$ cat src/rtl/binarizer_pkg.sv
// Shared types and constants for the adaptive binarizer and its mean divider.
package binarizer_pkg;

  typedef enum logic [1:0] {DIV_IDLE, DIV_RUN, DIV_DONE} div_state_t;

  localparam logic [7:0] WHITE = 8'd255;
  localparam logic [7:0] BLACK = 8'd0;

  // Accumulator width: enough for a full frame of 8-bit pixels.
  function automatic int sum_width(input int total_pixels);
    return 8 + $clog2(total_pixels);
  endfunction

endpackage

$ cat src/rtl/seq_divider.sv
// Unsigned restoring divider, one quotient bit per cycle, W cycles per run.
// done pulses with quotient valid W+1 cycles after start; quotient holds until the next run.
module seq_divider
  import binarizer_pkg::*;
#(
  parameter int W   = 12,
  parameter int Q_W = 8
) (
  input  logic           clk,
  input  logic           rst_n,
  input  logic           start,
  input  logic [W-1:0]   dividend,
  input  logic [W-1:0]   divisor,
  output logic           done,
  output logic [Q_W-1:0] quotient
);

  localparam int CNT_W = $clog2(W + 1);

  div_state_t       state;
  logic [W-1:0]     q_work;
  logic [W-1:0]     rem;
  logic [CNT_W-1:0] cnt;
  logic [W:0]       rem_sh;
  logic             fits;

  assign rem_sh = {rem, q_work[W-1]};
  assign fits   = rem_sh >= {1'b0, divisor};

  always_ff @(posedge clk or negedge rst_n) begin
    if (!rst_n) begin
      state    <= DIV_IDLE;
      q_work   <= '0;
      rem      <= '0;
      cnt      <= '0;
      done     <= 1'b0;
      quotient <= '0;
    end else begin
      done <= 1'b0;
      case (state)
        DIV_IDLE: begin
          if (start) begin
            q_work <= dividend;
            rem    <= '0;
            cnt    <= '0;
            state  <= DIV_RUN;
          end
        end
        DIV_RUN: begin
          q_work <= {q_work[W-2:0], fits};
          rem    <= fits ? W'(rem_sh - {1'b0, divisor}) : rem_sh[W-1:0];
          cnt    <= cnt + 1'b1;
          // Final bit: publish the result as we enter DIV_DONE.
          if (cnt == CNT_W'(W - 1)) begin
            quotient <= {q_work[Q_W-2:0], fits};
            done     <= 1'b1;
            state    <= DIV_DONE;
          end
        end
        DIV_DONE: state <= DIV_IDLE;
        default:  state <= DIV_IDLE;
      endcase
    end
  end

endmodule

$ cat src/rtl/adaptive_binarizer.sv
// Streaming grayscale-to-binary converter with fixed or previous-frame-mean threshold.
// One register stage; s_ready = !m_valid || m_ready, full throughput, output held while stalled.
module adaptive_binarizer
  import binarizer_pkg::*;
#(
  parameter int IMG_WIDTH      = 640,
  parameter int IMG_HEIGHT     = 480,
  parameter int INIT_THRESHOLD = 128,
  parameter int THRESH_OFFSET  = 0
) (
  input  logic       clk,
  input  logic       rst_n,
  input  logic       s_valid,
  output logic       s_ready,
  input  logic [7:0] s_data,
  output logic       m_valid,
  input  logic       m_ready,
  output logic [7:0] m_data,
  input  logic       adaptive_en,
  input  logic [7:0] fixed_threshold,
  output logic [7:0] cur_threshold,
  output logic [7:0] mean_out,
  output logic       mean_valid,
  output logic       frame_done
);

  localparam int TOTAL_PIXELS = IMG_WIDTH * IMG_HEIGHT;
  localparam int SUM_W        = sum_width(TOTAL_PIXELS);
  localparam int CNT_W        = $clog2(TOTAL_PIXELS);
  localparam logic [SUM_W-1:0]  DIVISOR  = SUM_W'(TOTAL_PIXELS);
  localparam logic [7:0]        INIT_THR = 8'(INIT_THRESHOLD);
  localparam logic signed [10:0] OFFSET  = 11'(THRESH_OFFSET);

  // The divider must finish before the next frame can possibly end.
  if (TOTAL_PIXELS < SUM_W + 2) begin : g_bad_size
    $error("adaptive_binarizer: frame too small for the mean divider");
  end

  logic [CNT_W-1:0]  pix_cnt;
  logic [SUM_W-1:0]  sum;
  logic [SUM_W-1:0]  dividend;
  logic              accept, first_pix, last_pix, frame_end;
  logic              pending_valid, have_mean;
  logic signed [10:0] adj;
  logic [7:0]        adapt_thr, candidate, thr;

  assign s_ready   = !m_valid || m_ready;
  assign accept    = s_valid && s_ready;
  assign first_pix = pix_cnt == '0;
  assign last_pix  = pix_cnt == CNT_W'(TOTAL_PIXELS - 1);
  assign frame_end = accept && last_pix;
  assign dividend  = sum + {{(SUM_W-8){1'b0}}, s_data};
  assign adj       = $signed({3'b000, mean_out}) + OFFSET;

  always_comb begin
    adapt_thr = INIT_THR;
    if (have_mean || pending_valid || mean_valid) begin
      if (adj[10])                adapt_thr = 8'd0;
      else if (adj > 11'sd255)    adapt_thr = 8'd255;
      else                        adapt_thr = adj[7:0];
    end
    candidate = adaptive_en ? adapt_thr : fixed_threshold;
    // Pixel 0 sees the threshold it is latching in the same cycle.
    thr = first_pix ? candidate : cur_threshold;
  end

  always_ff @(posedge clk or negedge rst_n) begin
    if (!rst_n) begin
      pix_cnt       <= '0;
      sum           <= '0;
      cur_threshold <= INIT_THR;
      pending_valid <= 1'b0;
      have_mean     <= 1'b0;
      frame_done    <= 1'b0;
      m_valid       <= 1'b0;
      m_data        <= BLACK;
    end else begin
      frame_done <= frame_end;
      if (accept) begin
        pix_cnt <= last_pix ? '0 : pix_cnt + 1'b1;
        sum     <= last_pix ? '0 : dividend;
        m_valid <= 1'b1;
        m_data  <= (s_data >= thr) ? WHITE : BLACK;
      end else if (m_ready) begin
        m_valid <= 1'b0;
      end
      if (accept && first_pix) begin
        cur_threshold <= candidate;
        pending_valid <= 1'b0;
        have_mean     <= have_mean || pending_valid || mean_valid;
      end else if (mean_valid) begin
        pending_valid <= 1'b1;
      end
    end
  end

  seq_divider #(.W(SUM_W), .Q_W(8)) u_div (
    .clk      (clk),
    .rst_n    (rst_n),
    .start    (frame_end),
    .dividend (dividend),
    .divisor  (DIVISOR),
    .done     (mean_valid),
    .quotient (mean_out)
  );

endmodule

$ cat config.mk
export PLATFORM = sky130hd
export DESIGN_NAME = adaptive_binarizer
export DESIGN_NICKNAME = d
export VERILOG_FILES = /design/src/rtl/binarizer_pkg.sv /design/src/rtl/seq_divider.sv /design/src/rtl/adaptive_binarizer.sv
export SDC_FILE = /design/constraint.sdc
export NUM_CORES = 1
export LEC_CHECK = 0
export BUFFER_PORTS_ARGS = -buffer_cell sky130_fd_sc_hd__buf_2
export CELL_PAD_IN_SITES_DETAIL_PLACEMENT = 1
export CELL_PAD_IN_SITES_GLOBAL_PLACEMENT = 1
export CORE_UTILIZATION = 44
export CTS_BUF_LIST = sky130_fd_sc_hd__clkbuf_16
export DETAILED_ROUTE_END_ITERATION = 12
export PLACE_DENSITY_LB_ADDON = 0.3
export SLEW_MARGIN = 20
export SYNTH_ARGS = -nofsm -noshare
export SYNTH_HDL_FRONTEND = slang
export SYNTH_SLANG_ARGS = --single-unit
$ cat constraint.sdc
create_clock -name clk -period 3.36 [get_ports clk]
set_input_delay 0.168 -clock clk [delete_from_list [all_inputs] [get_ports clk]]
set_output_delay 0.168 -clock clk [all_outputs]
set_load 0.03 [all_outputs]
==> run metrics, run 1 <==
clock tree root driver cell clkbuf_16; Worst VDD drop approximately 0.00034 V; CTS tree done; fmax approximately 320 MHz; DRC violations left 0; H-tree levels 4; share of layout cells above drive strength 1 0.163; sequential area share after synthesis 0.472; crit-path max FO 8; Reg clk slew, reported paths ~0.060 ns; first-pass GRT wire length approximately 32000 um; synth unique cells 63; endpoints failing setup 0; area of the core between 15000 and 20000 um2; Clock Sinks 129; routability-driven placement congestion ratio between 0.8 and 0.9; initial antenna violation count 0; Max Slew Vio Count 0; # rows between 40 and 50; status complete, no violations; Horiz. Die Dim approximately 130 um; Die H ~130 um; nets between 700 and 800; pre-CTS setup slack between 0.015 and 0.02 ns; Starting Density 0.450; top_reg_cell synth dfrtp_1; pin count of the biggest net entering global routing 54; Synth Instances around 700; Tmin final between 3 and 4 ns; WS Path Type register to register; Vias/cell ~6.0; startpoint types register; area grow syn2layout 15.8%; I/O Buffers 48; number of buffers created by CTS 17; DR vias between 5000 and 6000; #FFs+latches synth 129; mean post-synth cell area roughly 10 um2; Syn. warnings 0; Ports 49; Final Hold Violating Endpoints 0; hold slack final 0.114 ns; Slew HR 0.370; setup ws final between 0.15 and 0.2 ns; Worst-Margin Slew between 0.9 and 1 ns; Total Power 4980 uW; Final Cycle Share 0.943; Final Util 0.521; Arr. time, crit path 3.47 ns; vias in the first global route 5979; max-cap viol count 0; Clock Path Buffers 2; GRT Overall Usage 0.255; PD cells roughly 630 nW/um2; Synth Cell Area slightly below 7000 um2; Final ANT Viol Nets 0; Post-synth EDFFs 0; setup TNS 0 ns; CP cell instances or4_1 > nor4_4 > buf_4 > mux2i_1 > ha_1 > nand2b_1 > a21o_1 > a21oi_1 > o21ai_0 > a2111oi_2 > nor3_1; final WL 19000 um; ant diodes 0; total global routing overflow 0; unrepaired setup endpoints after global routing false; Largest stage delay, worst path 0.62 ns; Final Skew 0.00830 ns; Req. time, crit path about 3.7 ns; DR pass1 iterations 4; Pleak 0.00341 uW; CP endpoint kind register; asr flop ratio synth 1.00; Detailed Route Iter0 Violations 293; detailed placer's ending HPWL approximately 13000 um; worst skew pair latency 0.42 ns; Mapped Nets approximately 740; drt wl/cell 20.1 um; die area 16000 um2; worst hold path type input pin to register; slowest CP cell or4_1
layer usage:
layer,wire (um),vias to the layer above,track usage,part of all wire
li1,-,2622,-,-
met1,8670,2905,0.329,0.46
met2,9050,138,0.417,0.48
met3,751,38,0.0586,0.040
met4,523,0,0.102,0.028
met5,0,-,0,0
critical path, delay by kind of cell, from the launching register on:
kind,cells,cell delay (ns)
compound gates,4,0.77
simple gates,4,1.16
fa+ha+maj,1,0.24
mux,1,0.20
buf+inv,1,0.18
flops,1,0.48
sequential cells by signal (all words and copies together) (netlist names), 2 cells and up:
| register | cells |
|---|---|
| u_div.state | 2 |
| cur_threshold | 8 |
| u_div.q_work | 27 |
| u_div.rem | 27 |
| u_div.quotient | 8 |
| u_div.cnt | 5 |
| sum | 27 |
| pix_cnt | 19 |
stage by stage:
stage	instance area (um2)	std cells
finish	7920	947
detailed placement	7290	912
floorplan	6840	695
global route	7920	947
CTS	7890	946
global placement	7290	912
placed cells by master, fill, tap and decap left out, types with 13 or more instances in the layout:
cell type	instances
a21oi_1	38
xor2_1	25
buf_2	47
o22ai_1	16
nand4_1	16
mux2_2	13
nand3_1	27
inv_1	22
a22o_1	15
nor2_1	30
ha_1	21
nor3_1	15
clkbuf_16	17
xnor2_1	23
dfrtp_1	128
o21ai_0	55
buf_4	22
nand2_1	69
repair_timing:
action,in CTS,in global routing
setup buffers,0,1
resized for setup,0,5
hold endpoints to repair,51,0
hold buffers,2,0
endpoints found under the setup margin,0,1
synthesized netlist by cell type (8+ instances only):
cell	n	area, um2
xor2_1	25	219
mux2_2	13	146
nand4_1	16	100
a21o_1	12	90.1
nor2b_1	8	50.1
ha_1	21	263
o22ai_1	16	100
a22o_1	15	131
mux2i_1	12	120
and3_1	10	62.6
o21ai_0	55	275
nor2_1	30	113
nor3_1	15	75.1
inv_1	20	75.1
a22oi_1	11	82.6
buf_2	8	40.0
a21oi_1	38	190
clkbuf_1	23	86.3
dfrtp_1	128	3200
o31ai_1	9	67.6
or3_1	11	68.8
xnor2_1	23	201
nand2_1	69	259
nand3_1	27	135
final timing paths:
kind                                    startpoint                       to  slack, ns  cells past startpoint
setup reg to reg           pix_cnt[13]$_DFFE_PN0P_    m_data[6]$_DFFE_PN0P_       0.19                     11
setup / recovery           pix_cnt[13]$_DFFE_PN0P_    m_data[6]$_DFFE_PN0P_       0.19                     11
hold reg to reg                 sum[0]$_DFFE_PN0P_       sum[0]$_DFFE_PN0P_       0.49                      1
min in group asynchronous                    rst_n  pix_cnt[16]$_DFFE_PN0P_       0.33                      2
hold / removal                             m_ready      m_valid$_DFFE_PN0P_       0.11                      4
max in group asynchronous                    rst_n      sum[24]$_DFFE_PN0P_       2.14                      3
cells by family after synthesis:
family          after synthesis  synth area share
fa+ha+maj                    22            0.0414
buf+inv                      59            0.0377
flops                       129             0.472
simple gates                223             0.171
mux                          25            0.0390
xor+xnor                     48            0.0615
compound gates              189             0.177
layout make-up:
| class | count | area, um2 |
|---|---|---|
| clock buffer | 17 | 425 |
| sequential | 129 | 3230 |
| multi-input combinational | 507 | 3380 |
| clock inverter | 15 | 151 |
| tap | 188 | 235 |
| inverter | 20 | 75.1 |
| fill | 1695 | 7280 |
| timing repair buffer | 71 | 420 |
where the power goes:
| part | switching (uW) | internal, uW | total (uW) |
|---|---|---|---|
| Sequential | 216 | 1750 | 1970 |
| Clock | 682 | 1150 | 1830 |
| Combinational | 738 | 451 | 1190 |
| Total | 1640 | 3350 | 4980 |
Power figures use the tool's default switching activity.
==> inputs of run 2 (changes only) <==
clock period = 3.3 ns   (was 3.36 ns; I/O delays follow)
==> run metrics, run 2 (synthesis results as in run 1) <==
Req. time, crit path about 3.6 ns; first-pass GRT wire length ~31000 um; Die H 127 um; most common cell after layout, fill and taps aside dfrtp_1; PD cells approximately 600 nW/um2; Worst-Margin Slew roughly 0.84 ns; Largest stage delay, worst path 0.59 ns; endpoints failing setup 0; drt wl/cell approximately 20 um; WS Path Type register to register; Starting Density 0.450; startpoint types register; Final Cycle Share 0.950; setup ws final between 0.15 and 0.2 ns; unrepaired setup endpoints after global routing false; CTS tree done; Reg area roughly 3200 um2; Reg clk slew, reported paths roughly 0.060 ns; worst skew pair latency about 0.42 ns; DR vias around 5700; Worst VDD drop 0.000416 V; DRC violations left 0; area grow syn2layout 14.6%; Worst Hold Depth 4; Tmin final between 3 and 4 ns; DR pass1 iterations 5; routability-driven placement congestion ratio 0.870; H-tree levels 4; area of the core about 15000 um2; pre-CTS setup slack -0.0216 ns; Worst Reg-to-Reg Cells 11; Horiz. Die Dim approximately 130 um; Ports 49; biggest regs sum (27), u_div.q_work (27), u_div.rem (27); # rows 45; Final Skew around 0.011 ns; CP cell instances or4_1 > nor4_4 > buf_4 > buf_4 > mux2i_1 > ha_1 > a21o_1 > a21oi_1 > o21ai_0 > a2111oi_2 > nor3_1; Pleak between 0.003 and 0.004 uW; max-cap viol count 0; Final Util 0.515; Max Slew Vio Count 0; Detailed Route Iter0 Violations between 200 and 250; detailed placer's ending HPWL 12800 um; clock tree root driver cell clkbuf_16; pin count of the biggest net entering global routing 84; ant diodes 0; worst hold path type input pin to register; GRT Overall Usage 0.250; number of buffers created by CTS 17; I/O Buffers 48; Vias/cell 6.03; crit-path max FO 8; Final ANT Viol Nets 0; nets 786; cell mode on critical path buf_4; Slew HR 0.434; final WL approximately 19000 um; most frequent cells in the layout dfrtp_1, nand2_1, o21ai_0, buf_2, a21oi_1; CP endpoint kind register; total global routing overflow 0; status complete, no violations; die area roughly 16000 um2; fmax roughly 320 MHz; Clock Sinks approximately 130; Clock Path Buffers 2; # fillers 1716; hold slack final just over 0.09 ns; slowest CP cell or4_1; share of layout cells above drive strength 1 0.160; initial antenna violation count 0; Arr. time, crit path 3.42 ns; area of the multi-input gates around 3400 um2; vias in the first global route approximately 6100; Final Hold Violating Endpoints 0
-- run 2: cell types whose count changed in the layout (fill, tap and decap cells not counted) --
| cell | before | now |
|---|---|---|
| buf_4 | 22 | 18 |
| bufinv_16 | 3 | 0 |
| clkinv_2 | 3 | 6 |
| a211oi_1 | 3 | 4 |
| a211oi_2 | 1 | 0 |
| buf_12 | 0 | 1 |
| clkinv_1 | 4 | 3 |
| clkinvlp_4 | 2 | 3 |
-- run 2: repair_timing --
item                                    4_1_cts  5_1_grt
hold buffers                                  2        0
buffers inserted                              0        1
endpoints found under the hold margin        46        0
endpoints found under the setup margin        1        1
resized for setup                             1        3
pin swaps                                     0        1
-- run 2: cell type report --
cell class	instances	area share
clock buffer	17	0.0543
clock inverter	15	0.0102
inverter	20	0.00959
multi-input combinational	507	0.431
sequential	129	0.412
tap	188	0.0300
timing repair buffer	68	0.0524
-- run 2: routing by layer --
layer  GRT usage  routed length, um  part of all wire  up-vias
met4      0.0893                439             0.024        0
met3      0.0540                700             0.038       31
li1            -                  -                 -     2629
met1       0.318               8360              0.45     2908
met5           0                  0                 0        -
met2       0.419               9040              0.49      128
-- run 2: critical path: cells and delay by family, from the launching register on --
kind	cells	cell delay [ns]
AND/OR/NAND/NOR	3	0.96
AO/OA/AOI/OAI	4	0.77
flip-flops	1	0.48
buffers and inverters	2	0.34
adder cells (fa/ha/maj)	1	0.25
multiplexers	1	0.20
-- run 2: final timing paths --
| check | from | end | slack, ns |
|---|---|---|---|
| hold reg to reg | have_mean$_DFFE_PN0P_ | have_mean$_DFFE_PN0P_ | 0.49 |
| min in group asynchronous | rst_n | pix_cnt[16]$_DFFE_PN0P_ | 0.32 |
| max in group asynchronous | rst_n | u_div.rem[1]$_DFFE_PN0P_ | 2.10 |
| setup reg to reg | pix_cnt[13]$_DFFE_PN0P_ | m_data[6]$_DFFE_PN0P_ | 0.16 |
| setup / recovery | pix_cnt[13]$_DFFE_PN0P_ | m_data[6]$_DFFE_PN0P_ | 0.16 |
| hold / removal | m_ready | m_valid$_DFFE_PN0P_ | 0.09 |
-- run 2: metrics by stage --
stage / total power, uW / cells / setup TNS [ns] / area, um2
final: 4820 / 944 / 0 / 7830
after global routing: 5080 / 944 / 0 / 7830
after CTS: 4850 / 943 / 0 / 7810
after detailed placement: 3200 / 909 / -0.0216 / 7280
after global placement: 3130 / 909 / 0 / 7280
after floorplan: 2850 / 695 / 0 / 6840
-- run 2: where the power goes --
part	switching, uW	leakage [uW]	internal, uW	total, uW
combinational	737	0.00163	460	1200
sequential	224	0.00148	1780	2010
clock	686	0.000253	935	1620
total	1650	0.00336	3180	4820
==> inputs of run 3 (changes only) <==
clock period = 4 ns   (was 3.3 ns; I/O delays follow)
==> run metrics, run 3 (synthesis results as in run 1) <==
biggest regs sum (27), u_div.q_work (27), u_div.rem (27); crit-path max FO 10; worst reg2reg startpoint pix_cnt[0]$_DFFE_PN0P_; worst hold path type input pin to register; drt wl/cell between 15 and 20 um; # fillers 1709; Ports 49; routability-driven placement congestion ratio between 0.8 and 0.9; Clock Sinks 129; total global routing overflow 0; design area between 7000 and 8000 um2; share of layout cells above drive strength 1 0.152; Vias/cell between 5 and 6; ant diodes 0; Final ANT Viol Nets 0; pin count of the biggest net entering global routing 55; startpoint types register; number of buffers created by CTS 17; DRC violations left 0; most common cell after layout, fill and taps aside dfrtp_1; worst min-delay path startpoint s_valid; nets 781; DR vias roughly 5600; H-tree levels 4; R2R Setup Slk roughly 0.5 ns; setup TNS 0 ns; area of the core between 15000 and 20000 um2; PD cells between 500 and 600 nW/um2; Final Hold Violating Endpoints 0; unrepaired setup endpoints after global routing false; Worst VDD drop between 0.0003 and 0.0004 V; status complete, no violations; Die H 127 um; clock tree root driver cell clkbuf_16; worst hold endpoint m_valid$_DFFE_PN0P_; CP endpoint kind register; Final Skew ~0.0074 ns; die area approximately 16000 um2; max-cap viol count 0; I/O Buffers between 40 and 50; detailed placer's ending HPWL approximately 13000 um; fmax roughly 290 MHz; GRT Overall Usage 0.246; initial antenna violation count 0; # rows 45; pre-CTS setup slack 0.614 ns; worst skew pair latency 0.42 ns; Pleak roughly 0.0034 uW; Final Cycle Share 0.876; Clock Path Buffers 2; Slew HR 0.481; Max Slew Vio Count 0; Worst Reg-to-Reg Cells 13; Tmin final around 3.5 ns; Area after DPL between 7000 and 8000 um2; final WL 18400 um; setup ws final slightly below 0.5 ns; Worst-Margin Slew between 0.7 and 0.8 ns; DR pass1 iterations 5; Horiz. Die Dim 127 um; endpoints failing setup 0; CTS tree done; Req. time, crit path ~4.3 ns; vias in the first global route slightly below 6000; Detailed Route Iter0 Violations 283; area grow syn2layout 14.2%; Total Power roughly 4100 uW; worst r2r dst m_data[6]$_DFFE_PN0P_; first-pass GRT wire length slightly above 30000 um; Starting Density 0.450; Worst Hold Depth 2; WS Path Type register to register; Reg clk slew, reported paths roughly 0.060 ns; most frequent cells in the layout dfrtp_1, nand2_1, o21ai_0, buf_2, a21oi_1; Arr. time, crit path approximately 3.8 ns; postcts setup bufs 0
==> run 3: how the worst max path moves through the flow <==
| stage | from | to | slack (ns) | cells after the start |
|---|---|---|---|---|
| 5_1_grt | pix_cnt[0]$_DFFE_PN0P_ | m_data[6]$_DFFE_PN0P_ | 0.22 | 13 |
| 4_1_cts | pix_cnt[0]$_DFFE_PN0P_ | m_data[6]$_DFFE_PN0P_ | 0.50 | 13 |
| 6_report | pix_cnt[0]$_DFFE_PN0P_ | m_data[6]$_DFFE_PN0P_ | 0.50 | 13 |
| 3_5_place_dp | pix_cnt[0]$_DFFE_PN0P_ | m_data[6]$_DFFE_PN0P_ | 0.61 | 13 |
| 3_3_place_gp | pix_cnt[0]$_DFFE_PN0P_ | m_data[6]$_DFFE_PN0P_ | 0.77 | 13 |
| 2_1_floorplan | pix_cnt[0]$_DFFE_PN0P_ | m_data[6]$_DFFE_PN0P_ | 0.91 | 13 |
==> run 3: repair_timing <==
item | in CTS | in global routing
endpoints found under the setup margin | 0 | 0
resized for setup | 0 | 0
hold endpoints to repair | 51 | 0
hold buffers | 1 | 0
==> run 3: area by class of cell <==
type	instances	area, um2	share of cell area
tap	188	235	0.0301
clock buffer	17	425	0.0545
timing repair buffer	63	358	0.0458
inverter	20	75.1	0.00961
multi-input combinational	507	3360	0.430
sequential	129	3230	0.414
clock inverter	15	129	0.0165
==> run 3: through the flow <==
step                      std cells  hold WS (ns)   util
after floorplan                 695       -0.0956      -
after global placement          906         0.286  0.477
after detailed placement        906         0.301  0.477
after CTS                       939        0.0320  0.514
after global routing            939        0.0427  0.514
final                           939        0.0444  0.514
==> run 3: where the power goes <==
| group | switching [uW] | internal [uW] |
|---|---|---|
| combinational | 600 | 373 |
| clock | 580 | 899 |
| sequential | 182 | 1470 |
==> run 3: worst max-delay path, cell delays in order (launching register included) <==
cell and delay (ns):
dfrtp_1 0.42, inv_1 0.09, ha_1 0.14, or4b_2 0.60, nor4_2 0.26, buf_4 0.26
mux2i_1 0.25, ha_1 0.26, nand2b_1 0.15, a21o_1 0.17, a21oi_1 0.13, o21ai_0 0.11
a2111oi_0 0.42, nor3_1 0.10
==> run 3: per-layer routing <==
metal / share of wire / vias up / track usage / wire length [um]
li1: - / 2620 / - / -
met1: 0.46 / 2830 / 0.320 / 8410
met2: 0.50 / 106 / 0.417 / 9180
met3: 0.030 / 18 / 0.0481 / 553
met4: 0.012 / 0 / 0.0744 / 214
met5: 0 / - / 0 / 0
